[src/rtl/fir_filter.sv]
// fir_filter: 8-tap direct-form FIR low-pass filter, one sample per clock.
//
// Ports:
//   clk      - clock, all state updates on the rising edge
//   reset    - asynchronous, active-high; clears delay line and output
//   data_in  - N-bit signed input sample, taken on every rising edge
//   data_out - N-bit signed filtered output, registered, rounded and saturated
//
// Each fir_tap holds one delay-line register and its constant product; the
// taps are chained so tap 0 sees the newest sample and tap 7 the oldest.

module fir_tap #(
  parameter int N    = 16,
  parameter int COEF = 0
) (
  input  logic                  clk,
  input  logic                  reset,
  input  logic signed [N-1:0]   d,
  output logic signed [N-1:0]   q,
  output logic signed [2*N-1:0] prod
);
  localparam logic signed [N-1:0] C = N'(COEF);

  always_ff @(posedge clk or posedge reset) begin
    if (reset) q <= '0;
    else       q <= d;
  end

  // Widen both operands first so the multiply is a full signed 16x16->32.
  assign prod = (2*N)'(q) * (2*N)'(C);
endmodule

module fir_filter #(
  parameter int N  = 16,
  parameter int H0 = 1024,
  parameter int H1 = 2048,
  parameter int H2 = 4096,
  parameter int H3 = 8192,
  parameter int H4 = 8192,
  parameter int H5 = 4096,
  parameter int H6 = 2048,
  parameter int H7 = 1024
) (
  input  logic                clk,
  input  logic                reset,
  input  logic signed [N-1:0] data_in,
  output logic signed [N-1:0] data_out
);
  localparam int TAPS  = 8;
  // Eight 32-bit products need 3 growth bits; one spare keeps rounding safe.
  localparam int ACC_W = 2*N + 4;
  localparam int COEF [TAPS] = '{H0, H1, H2, H3, H4, H5, H6, H7};

  localparam logic signed [ACC_W-1:0] HALF = ACC_W'(1) << (N-2);
  localparam logic signed [ACC_W-1:0] MAXV = ACC_W'(2**(N-1) - 1);
  localparam logic signed [ACC_W-1:0] MINV = -ACC_W'(2**(N-1));

  logic signed [N-1:0]     din  [TAPS];
  logic signed [N-1:0]     q    [TAPS];
  logic signed [2*N-1:0]   prod [TAPS];
  logic signed [ACC_W-1:0] acc, rnd, shifted;
  logic signed [N-1:0]     y;

  assign din[0] = data_in;

  for (genvar i = 0; i < TAPS; i++) begin : g_tap
    if (i > 0) begin : g_link
      assign din[i] = q[i-1];
    end
    fir_tap #(.N(N), .COEF(COEF[i])) u_tap (
      .clk  (clk),
      .reset(reset),
      .d    (din[i]),
      .q    (q[i]),
      .prod (prod[i])
    );
  end

  always_comb begin
    acc = '0;
    for (int i = 0; i < TAPS; i++) acc = acc + ACC_W'(prod[i]);
    // Round half up: bias by 0.5 LSB then floor via arithmetic shift.
    rnd     = acc + HALF;
    shifted = rnd >>> (N-1);
    if (shifted > MAXV)      y = MAXV[N-1:0];
    else if (shifted < MINV) y = MINV[N-1:0];
    else                     y = shifted[N-1:0];
  end

  always_ff @(posedge clk or posedge reset) begin
    if (reset) data_out <= '0;
    else       data_out <= y;
  end
endmodule

[config.mk]
export PLATFORM = sky130hd
export DESIGN_NAME = fir_filter
export DESIGN_NICKNAME = d
export VERILOG_FILES = /design/src/rtl/fir_filter.sv
export SDC_FILE = /design/constraint.sdc
export NUM_CORES = 1
export LEC_CHECK = 0
export ABC_CLOCK_PERIOD_IN_PS = 7730
export CORE_MARGIN = 8
export CORE_UTILIZATION = 51
export CTS_CLUSTER_DIAMETER = 80
export CTS_CLUSTER_SIZE = 12
export DETAILED_ROUTE_END_ITERATION = 6
export PLACE_DENSITY = 0.77
export SLEW_MARGIN = 10
export SYNTH_ARGS = -nofsm -noshare
export SYNTH_HDL_FRONTEND = slang
export SYNTH_SLANG_ARGS = --single-unit
export TNS_END_PERCENT = 10
[constraint.sdc]
create_clock -name clk -period 7.73 [get_ports clk]
set_clock_uncertainty 0.05 [all_clocks]
set_input_delay 0.773 -clock clk [delete_from_list [all_inputs] [get_ports clk]]
set_output_delay 0.773 -clock clk [all_outputs]
set_load 0.02 [all_outputs]
# Yosys cells after proc, flatten, opt, wreduce, memory -nomap -nowiden

Index checks and enable logic that the tools add are counted.
Widths: inputs -> output; s select.

Add/subtract/negate cells: 8
Multiply operators: 0
Div/mod/pow operators: 0
Order comparisons: 2
Equal/unequal tests: 0
Shift-type cells: 0
Multiplexer cells: 2
Bitwise gates (word level): 0
Reduce and logical (&&, ||, !) cells: 0

Operators by type and width:

| kind                   | number |
|---|---|
| $add 34x16->35 const B | 1 |
| $add 33x26->34         | 1 |
| $add 32x27->33         | 1 |
| $add 31x28->32         | 1 |
| $mux 16                | 2 |
| $add 30x29->31         | 1 |
| $add 29x29->30         | 1 |
| $add 28x28->29         | 1 |
| $add 26x27->28         | 1 |
| $gt 20x16->1 const B   | 1 |
| $lt 20x16->1 const B   | 1 |

Bits in registers: 144
Bits in latches: 0
RAM bits: 0
Memory bits (read-only): 0
Bits of input ports: 18
Output and inout port bits: 16
Logic and storage cells: 21
Memories kept: 0

# Longest topological paths before layout

Gate-level depths: netlist (run 1).

Depth after elaboration: 11
Mapped depth: 19
Depth with buffers taken out: 19

# Modules after synthesis

Synthesis (run 1) repeated with hierarchy kept, for this count alone.

Cell total of the unflattened synthesis: 1322
Area, all modules: 13340.3 µm²

Modules (own cells, without submodules):

| module     | times used | cells an instance | area an instance (µm²) | seq. area each (µm²) |
|---|---|---|---|---|
| fir_filter | 1          | 922               | 8155.3                 | 400.4 |
| fir_tap    | 8          | 50                | 648.1                  | 400.4 |

# Worst setup path before layout (run 1)

Ideal clock, no wire load.

Path kind: register to register
From: register g_tap[1].u_tap.q[15]
To: register data_out[7]
Library setup time: 73 ps
Data arrival time: 4737 ps
Required time: 7607 ps
Setup slack: 2870 ps
Cell stages (with the launch flop): 20
Buffers on the path: 2
Clock period less this slack: 4860 ps
Cell sequence: dfrtp_1 > inv_1 > fa_1 > inv_1 > fa_1 > fa_1 > inv_1 > fa_1 > inv_1 > ha_1 > clkbuf_1 > a21o_1 > a31oi_1 > a21boi_0 > nand2_1 > a311o_2 > xnor2_2 > a211o_1 > buf_6 > a21oi_2

Word-level cells in the longest chain between the ends: 11
Elaborated cells on any way between the ends: 12
Classes of those cells: add/sub (8); order compare (2); mux (2)

RTL lines:

| item                   | RTL line | text |
|---|---|---|
| start, declared        | 19       | `output logic signed [N-1:0] q,` |
| start signal, assigned | 25       | `if (reset) q <= '0;` |
| start signal, assigned | 26       | `else q <= d;` |
| $add 26x27->28 (*)     | 81       | `for (int i = 0; i < TAPS; i++) acc = acc + ACC_W'(prod[i]);` |
| $add 28x28->29 (*)     | 81       |  |
| $add 29x29->30 (*)     | 81       |  |
| $add 30x29->31 (*)     | 81       |  |
| $add 31x28->32 (*)     | 81       |  |
| $add 32x27->33 (*)     | 81       |  |
| $add 33x26->34 (*)     | 81       |  |
| $add 34x16->35 (*)     | 83       | `rnd = acc + HALF;` |
| $lt 20x16->1           | 86       | `else if (shifted < MINV) y = MINV[N-1:0];` |
| $mux 16                | 86       |  |
| $mux 16 (*)            | 85       | `if (shifted > MAXV) y = MAXV[N-1:0];` |
| via y[7]               | 62       | `logic signed [N-1:0] y;` |
| end signal, assigned   | 92       | `else data_out <= y;` |
| end, declared          | 47       | `output logic signed [N-1:0] data_out` |

Mark *: on every way through the listed nets, which the timed path passes. The rest lies on a longest branch.

# Final worst setup path (run 1)

From: register g_tap[1].u_tap.q[7]
To: register data_out[3]

Same word-level chain as after synthesis.

==> run summary, run 1 <==
status: complete, no violations
total negative slack: 0 ns
Antenna Diode Count: 0
FF+latch area: 0.003603 mm²
sequential share of the synthesized area: 0.4625
Starting Density: 0.5163
GR peak layer: met2
Filler cells: 1,191
Post-layout nets: 845
maxcap violations: 0
final-report max-slew violation count: 0
Post-DP HPWL: 9854 µm
endpoints failing hold: 0
Slew headroom: 0.3190
All-Layer GR Usage: 0.1540
Synth Flop Type: dfrtp_1
Antenna Violating Nets Remaining: 0
die height: 139.6 µm
Setup Fix Bufs, Post-CTS: 0
Commonest cells post-synth: inv_1 (242), dfrtp_1 (144), fa_1 (102), ha_1 (33), a21oi_1 (18)
met2 Use GR: 0.2749
Clock Pin Slew Worst Setup and Hold Paths: 0.06 ns
post-layout minimum cycle time: 5.422 ns
share of cells above drive strength 1: 0.06383
via/cell ratio: 4.735
RSZ-0062 raised after global routing: false
first-pass GRT wire length: 23,560 µm
Warnings, synthesis: 0
Placed Cells: 861
highest clock rate: 184.5 MHz
CTS Sinks: 144
htree depth: 4
Synth Area per Inst: 12.08 µm²
Worst-Skew Late Latency: 0.42 ns
CTS tree: built
most area-hungry cell type in the Yosys netlist: dfrtp_1
non-filler cells, final: 893
count leader, synth: inv_1
asr flop ratio synth: 1.000
I/O pins: 34
crit-path max FO: 13
area grow syn2layout: 14.85%
TritonRoute pass-1 iters: 4
post-route cell area: 0.008949 mm²
crit end category: register
die area: 0.01949 mm²
Mapped Nets: 798
top cells by area, synth: dfrtp_1 (46%), fa_1 (26%), inv_1 (12%), ha_1 (5.3%), a21oi_1 (1.2%)
number of enable flip-flop cells after synthesis: 0
worst-margin pin slew: 1.022 ns
Setup-failing EPs final: 0
largest net degree at the start of global routing: 87
grt ovf: 0
CP Launch Type: register
crit path DAT: 5.64 ns
top cell type's share of synthesized area: 0.4625
cts bufs inserted: 17
Final Util: 0.5930
distinct cell type count after synthesis: 43
Site Rows: 45
placed cell areas: 0.008335 mm²
clk root buf: clkbuf_16
area of the multi-input gates: 0.003246 mm²
met3 usage: 0.04378
core area: 0.01509 mm²
Post-CTS Resized: 0
Cell Area, Synth: 0.007791 mm²
PortBufs: 33
Die W: 139.6 µm
initial antenna violation count: 0
crit path kind: register to register
path type of the worst min-delay path: register to register
clock buffer depth: 2
vias: 4,228
Final period util: 0.7014
number of remaining DRC errors: 0
wire per inst: 14.49 µm
Hold-fix buffers, CTS: 0
vias in the first global route: 5,067
met1 Use GR: 0.1697
#FFs+latches synth: 144
Syn Inst Count: 645
GPL Wtd Cong: 0.8319
CP required: 7.95 ns
Initial DRC Count: 134
drt total wl: 12,940 µm
metal layers:
layer / vias to the layer above / share of wire / wire [µm]
met5: - / 0 / 0
met4: 0 / 0.032 / 414
met3: 30 / 0.030 / 390
met2: 58 / 0.54 / 6981
met1: 2188 / 0.40 / 5157
li1: 1952 / - / -
kinds of logic after synthesis:
kind of cell,synth area share
fa+ha+maj,0.3151
simple gates,0.02441
xor+xnor,0.01783
flops,0.4625
mux,0.001285
buf+inv,0.1209
compound gates,0.05797
area by class of cell:
class,count,area share
timing repair buffer,34,0.03775
sequential,144,0.4027
tap,188,0.02629
clock inverter,8,0.01133
multi-input combinational,253,0.3627
inverter,242,0.1021
clock buffer,24,0.05719
critical path, stage by stage, from the launching register on:
cell,delay (ns)
dfrtp_1,0.38
inv_1,0.07
fa_1,0.50
inv_1,0.06
fa_1,0.52
fa_1,0.60
inv_1,0.07
fa_1,0.53
inv_1,0.05
ha_1,0.36
a21oi_1,0.21
a2bb2oi_1,0.24
a2111o_1,0.17
nand2_1,0.09
a311o_2,0.45
xnor2_2,0.19
o22a_1,0.59
o21ai_1,0.14
final timing paths:
| path | from | to | slack, ns | cells after the start |
|---|---|---|---|---|
| setup / recovery | g_tap[1].u_tap.q[7]$_DFF_PP0_ | data_out[3]$_DFF_PP0_ | 2.31 | 17 |
| hold / removal | g_tap[5].u_tap.q[13]$_DFF_PP0_ | g_tap[6].u_tap.q[13]$_DFF_PP0_ | 0.32 | 0 |
| setup reg to reg | g_tap[1].u_tap.q[7]$_DFF_PP0_ | data_out[3]$_DFF_PP0_ | 2.31 | 17 |
| hold reg to reg | g_tap[5].u_tap.q[13]$_DFF_PP0_ | g_tap[6].u_tap.q[13]$_DFF_PP0_ | 0.32 | 0 |
| max in group asynchronous | reset | g_tap[7].u_tap.q[0]$_DFF_PP0_ | 5.49 | 3 |
| min in group asynchronous | reset | g_tap[4].u_tap.q[13]$_DFF_PP0_ | 0.73 | 2 |
registers in the layout (all words and copies together) (netlist names):
register,flops
data_out,16
g_tap.u_tap.q,128
metrics by stage:
step | setup slack (ns) | hold slack, ns
floorplan | 2.870 | 0.2967
global placement | 2.519 | 0.3051
detailed placement | 2.329 | 0.3084
CTS | 2.318 | 0.3228
global route | 1.974 | 0.3327
finish | 2.308 | 0.3219
cells in the final DEF (no fill, tap or decap), types with 2 or more instances in the layout:
cell	n
a21o_1	9
a21oi_1	18
a21oi_2	8
a31oi_1	4
and3_1	3
bufinv_16	2
clkbuf_16	17
clkbuf_8	6
clkdlybuf4s50_1	33
clkinv_2	2
clkinvlp_4	3
dfrtp_1	144
fa_1	102
ha_1	33
inv_1	241
nand2_1	11
nand3_1	2
nand4_1	3
nor2_1	7
nor2b_1	4
nor3_1	3
o211ai_1	2
o21a_1	2
o21ai_0	8
xnor2_1	6
xor2_1	8
Power of run 1 is not shown: default switching activity piles up to over one toggle a cycle in this logic, so the estimate is an artifact.
==> run 2, diff against run 1 <==
- ABC_CLOCK_PERIOD_IN_PS: 7730 -> 4490
- PLACE_DENSITY: 0.77 -> 0.8
- clock period: 7.73 -> 4.49 ns (I/O delays scaled with it)
==> run 2 against run 1 <==
Net effect:
- the flow now finishes with violations (setup timing)
- critical path depth rose by 2
- cell count increased by 9.3%
- worst setup slack lost 2.8 ns
- core utilization grew 6.0 points
==> run summary, run 2 (synthesized netlist as in run 1, its figures left out) <==
status: complete, but fails checks
failing checks: setup timing
Site Rows: 45
Post-DP HPWL: 11,120 µm
grt ovf: 0
Reg2Reg Launch Point: g_tap[7].u_tap.q[4]$_DFF_PP0_
final setup margin: -0.4588 ns
Worst-Skew Late Latency: 0.44 ns
RSZ-0062 raised after global routing: true
highest clock rate: 202.1 MHz
total negative slack: -5.973 ns
met1 Use GR: 0.1784
hold path cells: 0
clock buffer depth: 2
commonest cells after routing, fill and taps aside: inv_1 (234), dfrtp_1 (144), fa_1 (93), buf_4 (81), clkdlybuf4s50_1 (33)
most common cell after layout, fill and taps aside: inv_1
Largest register FFs: 128
Starting Density: 0.5163
clk root buf: clkbuf_16
via/cell ratio: 4.748
core area: 0.01509 mm²
Filler cells: 1,041
vias in the first global route: 5,629
I/O pins: 34
met3 usage: 0.04275
final-report max-slew violation count: 0
Final period util: 1.102
Antenna Diode Count: 0
crit path DAT: 5.23 ns
hold_sp: g_tap[3].u_tap.q[15]$_DFF_PP0_
Reg2Reg Depth: 19
Post-layout nets: 928
All-Layer GR Usage: 0.1727
CTS Sinks: 144
TritonRoute pass-1 iters: 4
GR peak layer: met2
Antenna Violating Nets Remaining: 0
Critical Path Slowest Stage Cell: fa_1
Clock Pin Slew Worst Setup and Hold Paths: 0.06 ns
CTS tree: built
path type of the worst min-delay path: register to register
cts bufs inserted: 17
share of cells above drive strength 1: 0.2081
die area: 0.01949 mm²
Hold-fix buffers, CTS: 0
crit-path max FO: 3
GPL Wtd Cong: 0.8436
drt total wl: 15,200 µm
post-layout minimum cycle time: 4.949 ns
Slew headroom: 0.4197
R2R setup slack: -0.46 ns
vias: 4,634
Crit path largest cell delay: 0.56 ns
cell repeated most along the worst path: fa_1
die height: 139.6 µm
largest net degree at the start of global routing: 99
Initial DRC Count: 186
endpoints failing hold: 0
crit path kind: register to register
crit end category: register
non-filler cells, final: 976
reg2reg end: data_out[1]$_DFF_PP0_
PortBufs: 33
Placed Cells: 936
maxcap violations: 0
CP Launch Type: register
worst-path cell chain: fa_1 -> inv_2 -> fa_1 -> inv_1 -> fa_1 -> fa_1 -> nor3b_4 -> nand2_1 -> fa_2 -> nor2b_2 -> o31a_1 -> o2111ai_2 -> o211ai_1 -> buf_4 -> buf_4 -> buf_4 -> xor2_4 -> a21oi_1 -> a311oi_1
Largest Register: g_tap.u_tap.q
wire per inst: 15.57 µm
worst-margin pin slew: 0.8705 ns
initial antenna violation count: 0
Die W: 139.6 µm
number of remaining DRC errors: 0
first-pass GRT wire length: 26,090 µm
area grow syn2layout: 26.55%
Setup-failing EPs final: 16
met2 Use GR: 0.3228
Largest regs: g_tap.u_tap.q x128, data_out x16
hold endpoint: g_tap[4].u_tap.q[15]$_DFF_PP0_
CP required: 4.77 ns
htree depth: 4
pre-CTS WS: -0.5356 ns
run 2: cell types whose count changed in the layout (fill, tap and decap cells not counted), sizes merged:
| cell | previous run | this run |
|---|---|---|
| clkbuf | 24 | 23 |
| clkinv | 3 | 4 |
| clkinvlp | 3 | 1 |
| bufinv | 2 | 4 |
| buf | 1 | 84 |
run 2: final cells by class:
class / instances / area (µm²) / area share
flip-flops and latches: 144 / 3603 / 0.3655
multi-input cells: 253 / 3477 / 0.3527
repair buffers: 117 / 997.2 / 0.1011
inverters: 242 / 913.4 / 0.09264
clock buffers: 23 / 478.0 / 0.04848
well taps: 188 / 235.2 / 0.02386
clock inverters: 9 / 155.1 / 0.01574
run 2: how the worst max path moves through the flow:
stage | start | endpoint | cells past startpoint | slack (ns)
4_1_cts | g_tap[7].u_tap.q[4]$_DFF_PP0_ | data_out[0]$_DFF_PP0_ | 18 | -0.44
3_3_place_gp | g_tap[7].u_tap.q[4]$_DFF_PP0_ | data_out[0]$_DFF_PP0_ | 18 | -0.39
5_1_grt | g_tap[7].u_tap.q[4]$_DFF_PP0_ | data_out[1]$_DFF_PP0_ | 19 | -0.65
2_1_floorplan | g_tap[7].u_tap.q[4]$_DFF_PP0_ | data_out[7]$_DFF_PP0_ | 17 | -0.23
6_report | g_tap[7].u_tap.q[4]$_DFF_PP0_ | data_out[1]$_DFF_PP0_ | 19 | -0.46
3_5_place_dp | g_tap[2].u_tap.q[5]$_DFF_PP0_ | data_out[0]$_DFF_PP0_ | 18 | -0.54
run 2: per-layer routing:
layer | vias to the layer above | wire length [µm] | part of all wire
met1 | 2413 | 5621 | 0.37
met3 | 35 | 441 | 0.029
li1 | 2119 | - | -
met4 | 0 | 451 | 0.030
met2 | 67 | 8685 | 0.57
met5 | - | 0 | 0
run 2: worst max-delay path, delay by kind of cell (launching register included):
| kind | cells | cell delay (ns) |
|---|---|---|
| DFF | 1 | 0.39 |
| and+or+nand+nor | 3 | 0.46 |
| xor gates and xnor gates | 1 | 0.17 |
| AOI/OAI and AO/OA | 5 | 0.93 |
| buffers and inverters | 5 | 0.50 |
| adders and majority gates | 5 | 2.34 |
run 2: timing repair:
| action | 4_1_cts | 5_1_grt |
|---|---|---|
| gates cloned | 1 | 0 |
| pin swaps | 19 | 22 |
| endpoints found under the hold margin | 0 | 0 |
| endpoints found under the setup margin | 16 | 16 |
| buffers inserted | 5 | 2 |
| resized for setup | 20 | 20 |
run 2: through the flow:
stage	hold slack, ns	cell area (µm²)	utilization
floorplan	0.2967	7890	-
global placement	0.3074	8990	0.5958
detailed placement	0.3095	8990	0.5958
CTS	0.3226	9763	0.6470
global route	0.3289	9859	0.6534
finish	0.3181	9859	0.6534
Power of run 2 is left out for the same reason.
